===== src/rtl/instruction_fetch_unit.sv =====
// ============================================================================
// Module   : instruction_fetch_unit
// Brief    : Fetch stage that reads instructions at PC_in over a req/ack
//            memory handshake. It holds each fetched word in IR for decode and
//            pulses PCWrite so the PC stage advances. It also handles flushes
//            when control redirects the PC.
//            Optional macro FETCH_TIMEOUT_EN adds a REQ timeout that raises a
//            sticky Fetch_Error and parks the unit in HALT until reset.
// Revision : 1.0 - initial release
// ============================================================================
`default_nettype none

module instruction_fetch_unit #(
    parameter int TIMEOUT_CYCLES = 15
) (
    input  logic        CLK,
    input  logic        Reset,
    input  logic        Enable,
    input  logic [15:0] PC_in,
    input  logic        Mem_Ack,
    input  logic [15:0] Mem_Data,
    input  logic        IR_Take,
    input  logic        Flush,
    output logic        Mem_Req,
    output logic [15:0] Mem_Addr,
    output logic [15:0] IR,
    output logic        IR_Valid,
    output logic [15:0] Fetch_PC,
    output logic        PCWrite,
    output logic        Fetch_Error
);

    typedef enum logic [1:0] {
        S_IDLE = 2'd0,
        S_REQ  = 2'd1,
        S_FULL = 2'd2
`ifdef FETCH_TIMEOUT_EN
        , S_HALT = 2'd3
`endif
    } state_t;

    state_t      state_q, state_d;
    logic [15:0] ir_q, ir_d;
    logic [15:0] fetch_pc_q, fetch_pc_d;
    logic        ir_valid_q, ir_valid_d;
    logic        pcwrite_q, pcwrite_d;
    logic        drop_q, drop_d;
`ifdef FETCH_TIMEOUT_EN
    localparam logic [3:0] c_TIMEOUT_LAST = 4'(TIMEOUT_CYCLES - 1);
    logic [3:0]  cnt_q, cnt_d;
    logic        err_q, err_d;
`endif

    always_comb begin
        state_d    = state_q;
        ir_d       = ir_q;
        fetch_pc_d = fetch_pc_q;
        ir_valid_d = ir_valid_q;
        pcwrite_d  = 1'b0;
        drop_d     = drop_q;
`ifdef FETCH_TIMEOUT_EN
        cnt_d      = cnt_q;
        err_d      = err_q;
`endif
        case (state_q)
            S_IDLE: begin
                if (Flush || Enable) begin
                    state_d    = S_REQ;
                    ir_valid_d = 1'b0;
                    drop_d     = 1'b0;
`ifdef FETCH_TIMEOUT_EN
                    cnt_d      = 4'd0;
`endif
                end
            end
            S_REQ: begin
                if (Mem_Ack) begin
`ifdef FETCH_TIMEOUT_EN
                    cnt_d = 4'd0;
`endif
                    // A flush raised now or earlier in this request makes the
                    // returned word stale; re-request at the redirected PC.
                    if (drop_q || Flush) begin
                        drop_d = 1'b0;
                    end else begin
                        ir_d       = Mem_Data;
                        fetch_pc_d = PC_in;
                        ir_valid_d = 1'b1;
                        pcwrite_d  = 1'b1;
                        state_d    = S_FULL;
                    end
                end else begin
                    if (Flush) begin
                        drop_d = 1'b1;
                    end
`ifdef FETCH_TIMEOUT_EN
                    if (cnt_q == c_TIMEOUT_LAST) begin
                        err_d   = 1'b1;
                        state_d = S_HALT;
                    end else begin
                        cnt_d = cnt_q + 4'd1;
                    end
`endif
                end
            end
            S_FULL: begin
                if (Flush || IR_Take) begin
                    ir_valid_d = 1'b0;
                    drop_d     = 1'b0;
                    state_d    = S_REQ;
`ifdef FETCH_TIMEOUT_EN
                    cnt_d      = 4'd0;
`endif
                end
            end
            default: begin
                state_d = state_q;
            end
        endcase
    end

    always_ff @(posedge CLK) begin
        if (!Reset) begin
            state_q    <= S_IDLE;
            ir_q       <= 16'd0;
            fetch_pc_q <= 16'd0;
            ir_valid_q <= 1'b0;
            pcwrite_q  <= 1'b0;
            drop_q     <= 1'b0;
`ifdef FETCH_TIMEOUT_EN
            cnt_q      <= 4'd0;
            err_q      <= 1'b0;
`endif
        end else begin
            state_q    <= state_d;
            ir_q       <= ir_d;
            fetch_pc_q <= fetch_pc_d;
            ir_valid_q <= ir_valid_d;
            pcwrite_q  <= pcwrite_d;
            drop_q     <= drop_d;
`ifdef FETCH_TIMEOUT_EN
            cnt_q      <= cnt_d;
            err_q      <= err_d;
`endif
        end
    end

    assign Mem_Req  = (state_q == S_REQ);
    assign Mem_Addr = Mem_Req ? PC_in : 16'd0;
    assign IR       = ir_q;
    assign IR_Valid = ir_valid_q;
    assign Fetch_PC = fetch_pc_q;
    assign PCWrite  = pcwrite_q;
`ifdef FETCH_TIMEOUT_EN
    assign Fetch_Error = err_q;
`else
    assign Fetch_Error = 1'b0;
`endif

endmodule

`default_nettype wire


===== config.mk =====
export PLATFORM = sky130hd
export DESIGN_NAME = instruction_fetch_unit
export DESIGN_NICKNAME = d
export VERILOG_FILES = /design/src/rtl/instruction_fetch_unit.sv
export SDC_FILE = /design/constraint.sdc
export NUM_CORES = 1
export LEC_CHECK = 0
export CAP_MARGIN = 20
export CORE_MARGIN = 2
export CORE_UTILIZATION = 38
export DETAILED_ROUTE_END_ITERATION = 8
export PLACE_DENSITY = 0.88
export SYNTH_ARGS = -nofsm -noshare
export SYNTH_HDL_FRONTEND = slang
export SYNTH_SLANG_ARGS = --single-unit

===== constraint.sdc =====
create_clock -name CLK -period 1.55 [get_ports CLK]
set_clock_uncertainty 0.2 [all_clocks]
set_input_delay 0.31 -clock CLK [delete_from_list [all_inputs] [get_ports CLK]]
set_output_delay 0.31 -clock CLK [all_outputs]
set_load 0.05 [all_outputs]

==> reports/qor.csv, run 1 <==
stage,metric,value,unit
synth,Synth Register Bits,36,
die,standard-cell rows,23,
grt,initial antenna violation count,0,
placed_design,Final HPWL DP,3270,µm
timing,slack of the critical path,-0.181,ns
route,drt first pass iters,4,
outcome,status,finished with violations,
route,final wirelength,4370,µm
timing,Fin. Hold Viols,0,
min_path,Worst Hold Class,flop to flop,
placed_design,Post-DP Area,3130,µm²
grt,largest net degree at the start of global routing,69,
finish,Multi-input gate area,825,µm²
synth,synthesized area per cell,8.97,µm²
synth,Synth Instances,181,
route,post-DR wirelength/cell,13.4,µm
finish,"commonest non-fill, non-tap cell in the layout",nand2_1,
timing,"Slew Viols, Final",0,
route,total number of vias,1529,
critical_path,CP required,1.04,ns
synth,"Cell Area, Synth",1620,µm²
pwr,sequential share of power,40.0,%
critical_path,WS Path Type,flop to output pin,
critical_path,Worst EP arrival,1.22,ns
placed_design,IO Port Bufs,88,
finish,register area,726,µm²
die,Die Wd,69.4,µm
pwr,combinational power share,32.6,%
flow_run,Maximum Capacitance Violations,0,
finish,layout cells sized above 1,33.6,%
clocking,root buffer cell,clkbuf_8,
placed_design,pre-CTS setup slack,-0.273,ns
grt,total track usage,19.4,%
finish,"leading cell types in the layout, fill and taps excluded","65 x nand2_1, 55 x buf_12, 36 x clkdlybuf4s50_1",
clocking,Clock Latency Late Sink,0.28,ns
route,Final ANT Viol Nets,0,
placed_design,routability congestion estimate,0.699,
finish,area delta synth->final,101,%
clocking,CTS Buf Count,5,
finish,Fillers,241,
grt,Overflow after GRT,0,
timing,Max Freq,578,MHz
synth,Yosys warnings,0,
synth,"Seq/Total Area, Yosys",44.4,%
grt,vias in the first global route,1607,
clocking,CTS Hold Bufs,0,
critical_path,crit-path most repeated cell,buf_12,
synth,Post-Syn Nets,219,
die,I/O Pins,90,
critical_path,CP bufs+invs,2,
synth,post-synth cell types,23,
die,die area,4810,µm²
clocking,"CTS clk-pin slew, worst paths",0.07,ns
timing,RSZ-0062 raised after global routing,yes,
critical_path,Top Family by Delay on Critical Path,flip-flops,
critical_path,crit-path cells,nor2b_4 > buf_12 > and2_4 > buf_12,
finish,Antenna diodes,0,
route,Vias/cell,4.68,
pwr,switching pwr,727,µW
pwr,Leak,1.31,nW
die,Core Area,4060,µm²
route,Iteration-0 DRC Markers,48,
pwr,Internal,1.75,mW
clocking,Num Clock Sinks,36,
finish,Final nets,314,
timing,Final Cycle Share,112,%
die,die extent in y,69.4,µm
pwr,P per Cell Area,757,nW/µm²
outcome,failing checks,negative setup slack,
pwr,total power,2.47,mW
route,DRC errors left,0,
timing,final setup vio count,17,
finish,"Design Area, Final",3270,µm²
clocking,CTS tree,built,
critical_path,Startpoint Class,flop,
timing,final setup TNS,-2.97,ns
critical_path,CP Max Fanout,17,
die,initial core utilization,40.0,%
pwr,Max IR drop VDD,0.675,mV
grt,first-pass GRT wire length,7420,µm
critical_path,Worst path max stage delay,0.33,ns
critical_path,"Max stage delay cell, worst path",dfxtp_2,
pwr,clock share of power,27.3,%
clocking,clock tree buffer depth,2,
timing,Final min period,1.73,ns
clocking,htree depth,2,
critical_path,CP Capture Type,output pin,
pwr,sw frac,29.4,%
kinds of logic (layout without fill, tap and decap cells):
logic type / Yosys count / count (layout) / share of synthesized area [%]
other: 1 / 1 / 0.231
AOI/OAI and AO/OA: 4 / 4 / 1.77
buffers and inverters: 15 / 111 / 7.40
muxes: 32 / 32 / 19.7
DFF: 36 / 36 / 44.4
and+or+nand+nor: 93 / 93 / 26.5
registers in the layout, summed over array words and instances, names as in the netlist:
| signal | cells |
|---|---|
| Fetch_PC | 16 |
| IR | 16 |
| state_q | 2 |
| PCWrite | 1 |
| drop_q | 1 |
final timing paths:
kind                                            endpoint  depth (start not counted)  slack (ns)                      from
worst max-delay path                         Mem_Addr[9]                          4       -0.18   state_q[0]$_SDFFE_PN0P_
worst min-delay path            Fetch_PC[1]$_SDFFE_PN0P_                          2        0.30  Fetch_PC[1]$_SDFFE_PN0P_
worst max register to register  Fetch_PC[0]$_SDFFE_PN0P_                          4        0.08   state_q[0]$_SDFFE_PN0P_
worst min register to register  Fetch_PC[1]$_SDFFE_PN0P_                          2        0.30  Fetch_PC[1]$_SDFFE_PN0P_
worst register-to-register path, delay by kind of cell (launching register included):
kind / cells / cell delay, ns
muxes: 1 / 0.23
DFF: 1 / 0.33
and+or+nand+nor: 2 / 0.45
buffers and inverters: 1 / 0.18
cell type report:
class	instances	area share, %
Timing Repair Buffer	102	47.7
Tap cell	50	1.92
Clock buffer	8	2.76
Sequential cell	36	22.2
Inverter	1	0.115
Multi-Input combinational cell	130	25.2
what timing repair did:
| action | 4_1_cts | 5_1_grt |
|---|---|---|
| setup endpoints to repair | 17 | 25 |
| cloned | 0 | 1 |
| setup buffers | 1 | 0 |
| resized for setup | 8 | 0 |
| pin swaps | 4 | 3 |
Yosys cell counts:
master	n	area [µm²]
nand4b_1	1	8.76
o21ai_0	1	5.00
conb_1	1	3.75
a21boi_0	2	15.0
and2b_1	1	7.51
mux2i_1	32	320
clkbuf_1	6	22.5
and2_1	17	106
and3_1	1	6.26
nand3_1	1	5.00
and3b_1	1	8.76
buf_12	3	60.1
nor2b_4	1	13.8
o221ai_1	1	8.76
nor3b_2	1	12.5
buf_6	1	11.3
dfxtp_1	36	721
inv_1	1	3.75
nand2_1	65	244
nor2b_1	1	6.26
buf_2	3	15.0
buf_4	1	7.51
nor2_1	3	11.3
routing by layer:
layer	track usage (%)	part of all wire, %	vias to the layer above
met4	5.66	1.4	0
met3	6.83	6.8	7
met1	20.0	37	690
met5	0	0	-
met2	36.5	55	63
li1	-	-	769
power groups by stage:
stage               Combinational, mW  Sequential [mW]  Clock, mW
global placement                0.774             1.01          0
CTS                             0.806            0.990      0.700
floorplan                       0.287             1.10          0
finish                          0.806            0.990      0.676
global route                    0.844            0.993      0.748
detailed placement              0.789             1.01          0
stage by stage:
step	hold WS, ns	cells	util (%)
final	0.298	327	80.5
after global routing	0.320	327	80.5
after CTS	0.301	326	79.9
after detailed placement	0.284	317	77.0
after global placement	0.278	317	77.0
after floorplan	0.252	181	-
(Power assumes the default switching activity.)
==> run 2, diff against run 1 <==
--- a/config.mk
+++ b/config.mk
@@ -5,10 +5,12 @@
 export SDC_FILE = /design/constraint.sdc
 export NUM_CORES = 1
 export LEC_CHECK = 0
+export ABC_AREA = 1
 export CAP_MARGIN = 20
 export CORE_MARGIN = 2
-export CORE_UTILIZATION = 38
+export CORE_UTILIZATION = 36
 export DETAILED_ROUTE_END_ITERATION = 8
+export GPL_TIMING_DRIVEN = 1
 export PLACE_DENSITY = 0.88
 export SYNTH_ARGS = -nofsm -noshare
 export SYNTH_HDL_FRONTEND = slang
==> reports/qor.csv, run 2 <==
stage,metric,value,unit,change
placed_design,IO Port Bufs,88,,unchanged
die,initial core utilization,36.9,%,-3.1 points
synth,Post-synth top cells,"55 x nor2_1, 36 x dfxtp_1, 23 x o21ai_0",,
synth,Synth Register Bits,36,,unchanged
outcome,Stopped at,global routing (5_1_grt),,
synth,Synth area leader,dfxtp_1,,
outcome,tool error,"[ERROR DPL-0038] Utilization greater than 100%, impossible to legalize",,
clocking,htree depth,2,,unchanged
synth,Synth Instances,191,,+5.5%
synth,"Seq/Total Area, Yosys",49.6,%,+5.2 points
placed_design,placed cell count,348,,+9.8%
synth,asr flop ratio synth,0,%,unchanged
die,die extent in y,67.6,µm,-2.6%
synth,synth top area cells,"dfxtp_1 50%, nor2_1 14%, o21ai_0 7.9%, nand3_1 6.5%, inv_1 5.4%",,
clocking,CTS Buf Count,5,,unchanged
synth,Post-Syn Nets,229,,+4.6%
synth,Synth top area share,49.6,%,+5.2 points
die,I/O Pins,90,,unchanged
placed_design,routability congestion estimate,0.759,,+8.5%
synth,top-count cell post-synth,nor2_1,,
die,standard-cell rows,23,,unchanged
timing,GR repair worst EP,Mem_Addr[4],,
synth,Main synth FF type,dfxtp_1,,
grt,largest net degree at the start of global routing,14,,
synth,synthesized area per cell,7.61,µm²,-15%
outcome,status,stopped before the end,,
placed_design,Final HPWL DP,3910,µm,+19%
synth,Post-synth EDFFs,0,,unchanged
clocking,CTS Hold Bufs,0,,unchanged
clocking,clock tree buffer depth,2,,unchanged
clocking,Num Clock Sinks,36,,unchanged
synth,"Cell Area, Synth",1450,µm²,-10%
timing,worst_ep kind,top-level output,,
clocking,root buffer cell,clkbuf_8,,
die,Die Wd,67.6,µm,-2.6%
synth,Yosys warnings,0,,unchanged
synth,post-synth cell types,20,,-13%
run 2: cell count changes after synthesis, moves of 3 or more:
cell,delta
buf_12,-3
nand2_1,-56
o21ai_0,+22
nor2_1,+52
mux2i_1,-32
o21ai_2,+9
nand3_1,+18
and2_1,-17
inv_1,+20
run 2: cells by family after synthesis:
group                  synth area share [%]
AND/OR/NAND/NOR                        26.7
flip-flops                             49.6
buffers and inverters                  10.2
AO/OA/AOI/OAI                          13.3
other                                 0.258
run 2: metrics by stage:
step	worst slack (ns)	area [µm²]	utilization, %	hold WS, ns
CTS	-0.204	3760	95.4	0.309
floorplan	-0.333	1640	-	0.256
detailed placement	-0.350	3250	82.5	0.292
global placement	-0.245	3250	82.5	0.284
run 2: what timing repair did:
action / in CTS
gates cloned: 6
pin swaps: 8
setup endpoints to repair: 47
buffers inserted: 8
hold endpoints to repair: 0
gates resized for setup: 65
==> run 3, diff against run 2 <==
--- a/config.mk
+++ b/config.mk
@@ -8,10 +8,10 @@
 export ABC_AREA = 1
 export CAP_MARGIN = 20
 export CORE_MARGIN = 2
-export CORE_UTILIZATION = 36
+export CORE_UTILIZATION = 35
 export DETAILED_ROUTE_END_ITERATION = 8
 export GPL_TIMING_DRIVEN = 1
-export PLACE_DENSITY = 0.88
+export PLACE_DENSITY_LB_ADDON = 0.15
 export SYNTH_ARGS = -nofsm -noshare
 export SYNTH_HDL_FRONTEND = slang
 export SYNTH_SLANG_ARGS = --single-unit
==> reports/qor.csv, run 3 <==
stage,metric,value,unit,change
critical_path,CP Max Fanout,10,,
die,die area,4690,µm²,
pwr,Leak,1.54,nW,
timing,Final Cycle Share,118,%,
critical_path,WS Path Type,flop to flop,,
timing,final setup vio count,53,,
pwr,combinational power share,38.2,%,
outcome,failing checks,negative setup slack,,
route,Final ANT Viol Nets,0,,
route,DRC errors left,0,,
critical_path,Worst EP arrival,1.79,ns,
timing,Fin. Hold Viols,0,,
pwr,Max IR drop VDD,0.801,mV,
synth,top-count cell post-synth,nor2_1,,
clocking,CTS Hold Bufs,0,,unchanged
finish,"leading cell types in the layout, fill and taps excluded","56 x buf_12, 38 x nor2_1, 37 x clkdlybuf4s50_1",,
synth,"Seq/Total Area, Yosys",49.6,%,unchanged
grt,initial antenna violation count,0,,
clocking,CTS tree,built,,
critical_path,Startpoint Class,flop,,
timing,Max Freq,548,MHz,
clocking,clock tree buffer depth,2,,unchanged
clocking,"CTS clk-pin slew, worst paths",0.08,ns,
synth,Yosys warnings,0,,unchanged
synth,synthesized area per cell,7.61,µm²,unchanged
timing,WHS,0.325,ns,
pwr,clock share of power,26.2,%,
critical_path,R2R setup slack,-0.28,ns,
route,post-DR wirelength/cell,19.6,µm,
die,Core Area,4000,µm²,
synth,"Cell Area, Synth",1450,µm²,unchanged
route,Post-Route M1 WL,2600,µm,
pwr,switching pwr,962,µW,
synth,asr flop ratio synth,0,%,unchanged
placed_design,Post-DP Area,3240,µm²,-0.38%
timing,Final min period,1.83,ns,
min_path,Worst Hold Class,flop to flop,,
pwr,sw frac,33.6,%,
die,die extent in y,68.5,µm,+1.3%
route,Max Used Layer,met4,,
die,standard-cell rows,23,,unchanged
synth,synth top area cells,"dfxtp_1 50%, nor2_1 14%, o21ai_0 7.9%, nand3_1 6.5%, inv_1 5.4%",,
critical_path,"Max stage delay cell, worst path",dfxtp_2,,
finish,"commonest non-fill, non-tap cell in the layout",buf_12,,
route,final wirelength,7210,µm,
synth,post-synth cell types,20,,unchanged
pwr,P per Cell Area,776,nW/µm²,
grt,Overflow after GRT,0,,
synth,Synth area leader,dfxtp_1,,
critical_path,crit-path most repeated cell,buf_12,,
critical_path,CP required,1.52,ns,
die,Die Wd,68.5,µm,+1.3%
synth,Post-synth top cells,"55 x nor2_1, 36 x dfxtp_1, 23 x o21ai_0",,
grt,largest net degree at the start of global routing,14,,
synth,Main synth FF type,dfxtp_1,,
placed_design,IO Port Bufs,88,,unchanged
finish,"Design Area, Final",3680,µm²,
placed_design,Final HPWL DP,3520,µm,-10%
timing,"Slew Viols, Final",0,,
pwr,Internal,1.90,mW,
grt,total track usage,27.3,%,
route,Vias/cell,5.23,,
clocking,htree depth,2,,unchanged
pwr,sequential share of power,35.6,%,
clocking,Clock Latency Late Sink,0.28,ns,
clocking,Num Clock Sinks,36,,unchanged
finish,Antenna diodes,0,,
grt,vias in the first global route,1880,,
die,initial core utilization,36.3,%,-0.53 points
synth,Synth top area share,49.6,%,unchanged
synth,Post-synth EDFFs,0,,unchanged
timing,Worst slew margin,64.0,%,
route,Iteration-0 DRC Markers,167,,
timing,RSZ-0062 raised after global routing,yes,,
finish,layout cells sized above 1,50.0,%,
critical_path,crit-path cells,inv_2 > nor2_4 > buf_12 > buf_4 > buf_6 > nand3_4 > buf_12 > buf_16 > nand3_2 > o21ai_1,,
synth,Post-Syn Nets,229,,unchanged
clocking,root buffer cell,clkbuf_8,,
route,Met3 Routed Length,584,µm,
synth,Synth Register Bits,36,,unchanged
route,drt first pass iters,6,,
route,met2 wire len,3730,µm,
die,I/O Pins,90,,unchanged
grt,first-pass GRT wire length,9290,µm,
synth,Synth Instances,191,,unchanged
route,total number of vias,1926,,
outcome,status,finished with violations,,
clocking,CTS Buf Count,5,,unchanged
finish,Final Util,92.1,%,
flow_run,Maximum Capacitance Violations,0,,
critical_path,CP Capture Type,flop,,
timing,slack of the critical path,-0.276,ns,
placed_design,routability congestion estimate,0.747,,-1.6%
finish,area delta synth->final,153,%,
critical_path,Worst path max stage delay,0.35,ns,
timing,Worst Tran Pin Value,0.539,ns,
finish,Final nets,355,,
[run 3: cell counts after synthesis]
No cell type changed its count.
[run 3: final cells by class]
class	count	area (µm²)
Timing Repair Buffer	127	1830
Multi-Input combinational cell	123	863
Sequential cell	36	726
Fill cell	130	315
Clock buffer	8	100
Inverter	23	98.8
Tap cell	50	62.6
Timing Repair inverter	1	8.76
[run 3: layer usage]
metal	vias up	global-route usage (%)
met4	0	7.50
met1	930	30.4
li1	850	-
met5	-	0
met3	27	10.0
met2	119	48.3
[run 3: final timing paths]
| check | startpoint | endpoint | depth (start not counted) |
|---|---|---|---|
| max | state_q[0]$_SDFFE_PN0P_ | Fetch_PC[15]$_SDFFE_PN0P_ | 10 |
| min | Fetch_PC[9]$_SDFFE_PN0P_ | Fetch_PC[9]$_SDFFE_PN0P_ | 2 |
| max reg2reg | state_q[0]$_SDFFE_PN0P_ | Fetch_PC[15]$_SDFFE_PN0P_ | 10 |
| min reg2reg | Fetch_PC[9]$_SDFFE_PN0P_ | Fetch_PC[9]$_SDFFE_PN0P_ | 2 |
[run 3: stage by stage]
stage | power (mW) | setup WS (ns) | cells | setup TNS (ns)
finish | 2.86 | -0.276 | 368 | -11.78
global route | 2.94 | -0.308 | 368 | -13.45
CTS | 2.77 | -0.196 | 366 | -7.79
detailed placement | 1.97 | -0.278 | 348 | -8.78
global placement | 1.96 | -0.204 | 348 | -7.34
floorplan | 1.48 | -0.333 | 191 | -8.15
[run 3: cell families (layout without fill, tap and decap cells)]
kind of cell / Yosys count / in the layout / synth area share, %
buffers and inverters: 34 / 159 / 10.2
AO/OA/AOI/OAI: 32 / 32 / 13.3
AND/OR/NAND/NOR: 88 / 90 / 26.7
flip-flops: 36 / 36 / 49.6
other: 1 / 1 / 0.258
[run 3: power by group through the flow]
stage	clock network (mW)	logic, mW	registers [mW]
after global placement	0	0.925	1.03
final	0.749	1.09	1.02
after detailed placement	0	0.937	1.03
after floorplan	0	0.332	1.14
after CTS	0.721	1.03	1.01
after global routing	0.788	1.13	1.02
[run 3: critical path, delay by kind of cell (launching register included)]
family / cells / cell delay, ns
and+or+nand+nor: 3 / 0.31
buffers and inverters: 6 / 0.76
DFF: 1 / 0.35
AOI/OAI and AO/OA: 1 / 0.08
[run 3: repair_timing]
item | CTS | global route
setup buffers | 5 | 2
gates cloned | 6 | 0
endpoints found under the hold margin | 0 | 0
pin swaps | 2 | 0
resized for setup | 18 | 22
endpoints found under the setup margin | 26 | 52
==> run 4, diff against run 3 <==
--- a/config.mk
+++ b/config.mk
@@ -9,9 +9,11 @@
 export CAP_MARGIN = 20
 export CORE_MARGIN = 2
 export CORE_UTILIZATION = 35
+export CTS_CLUSTER_SIZE = 16
 export DETAILED_ROUTE_END_ITERATION = 8
 export GPL_TIMING_DRIVEN = 1
 export PLACE_DENSITY_LB_ADDON = 0.15
+export SLEW_MARGIN = 20
 export SYNTH_ARGS = -nofsm -noshare
 export SYNTH_HDL_FRONTEND = slang
 export SYNTH_SLANG_ARGS = --single-unit
==> results of run 4 <==
The final DEF is identical to that of run 3; final timing and power are the same.
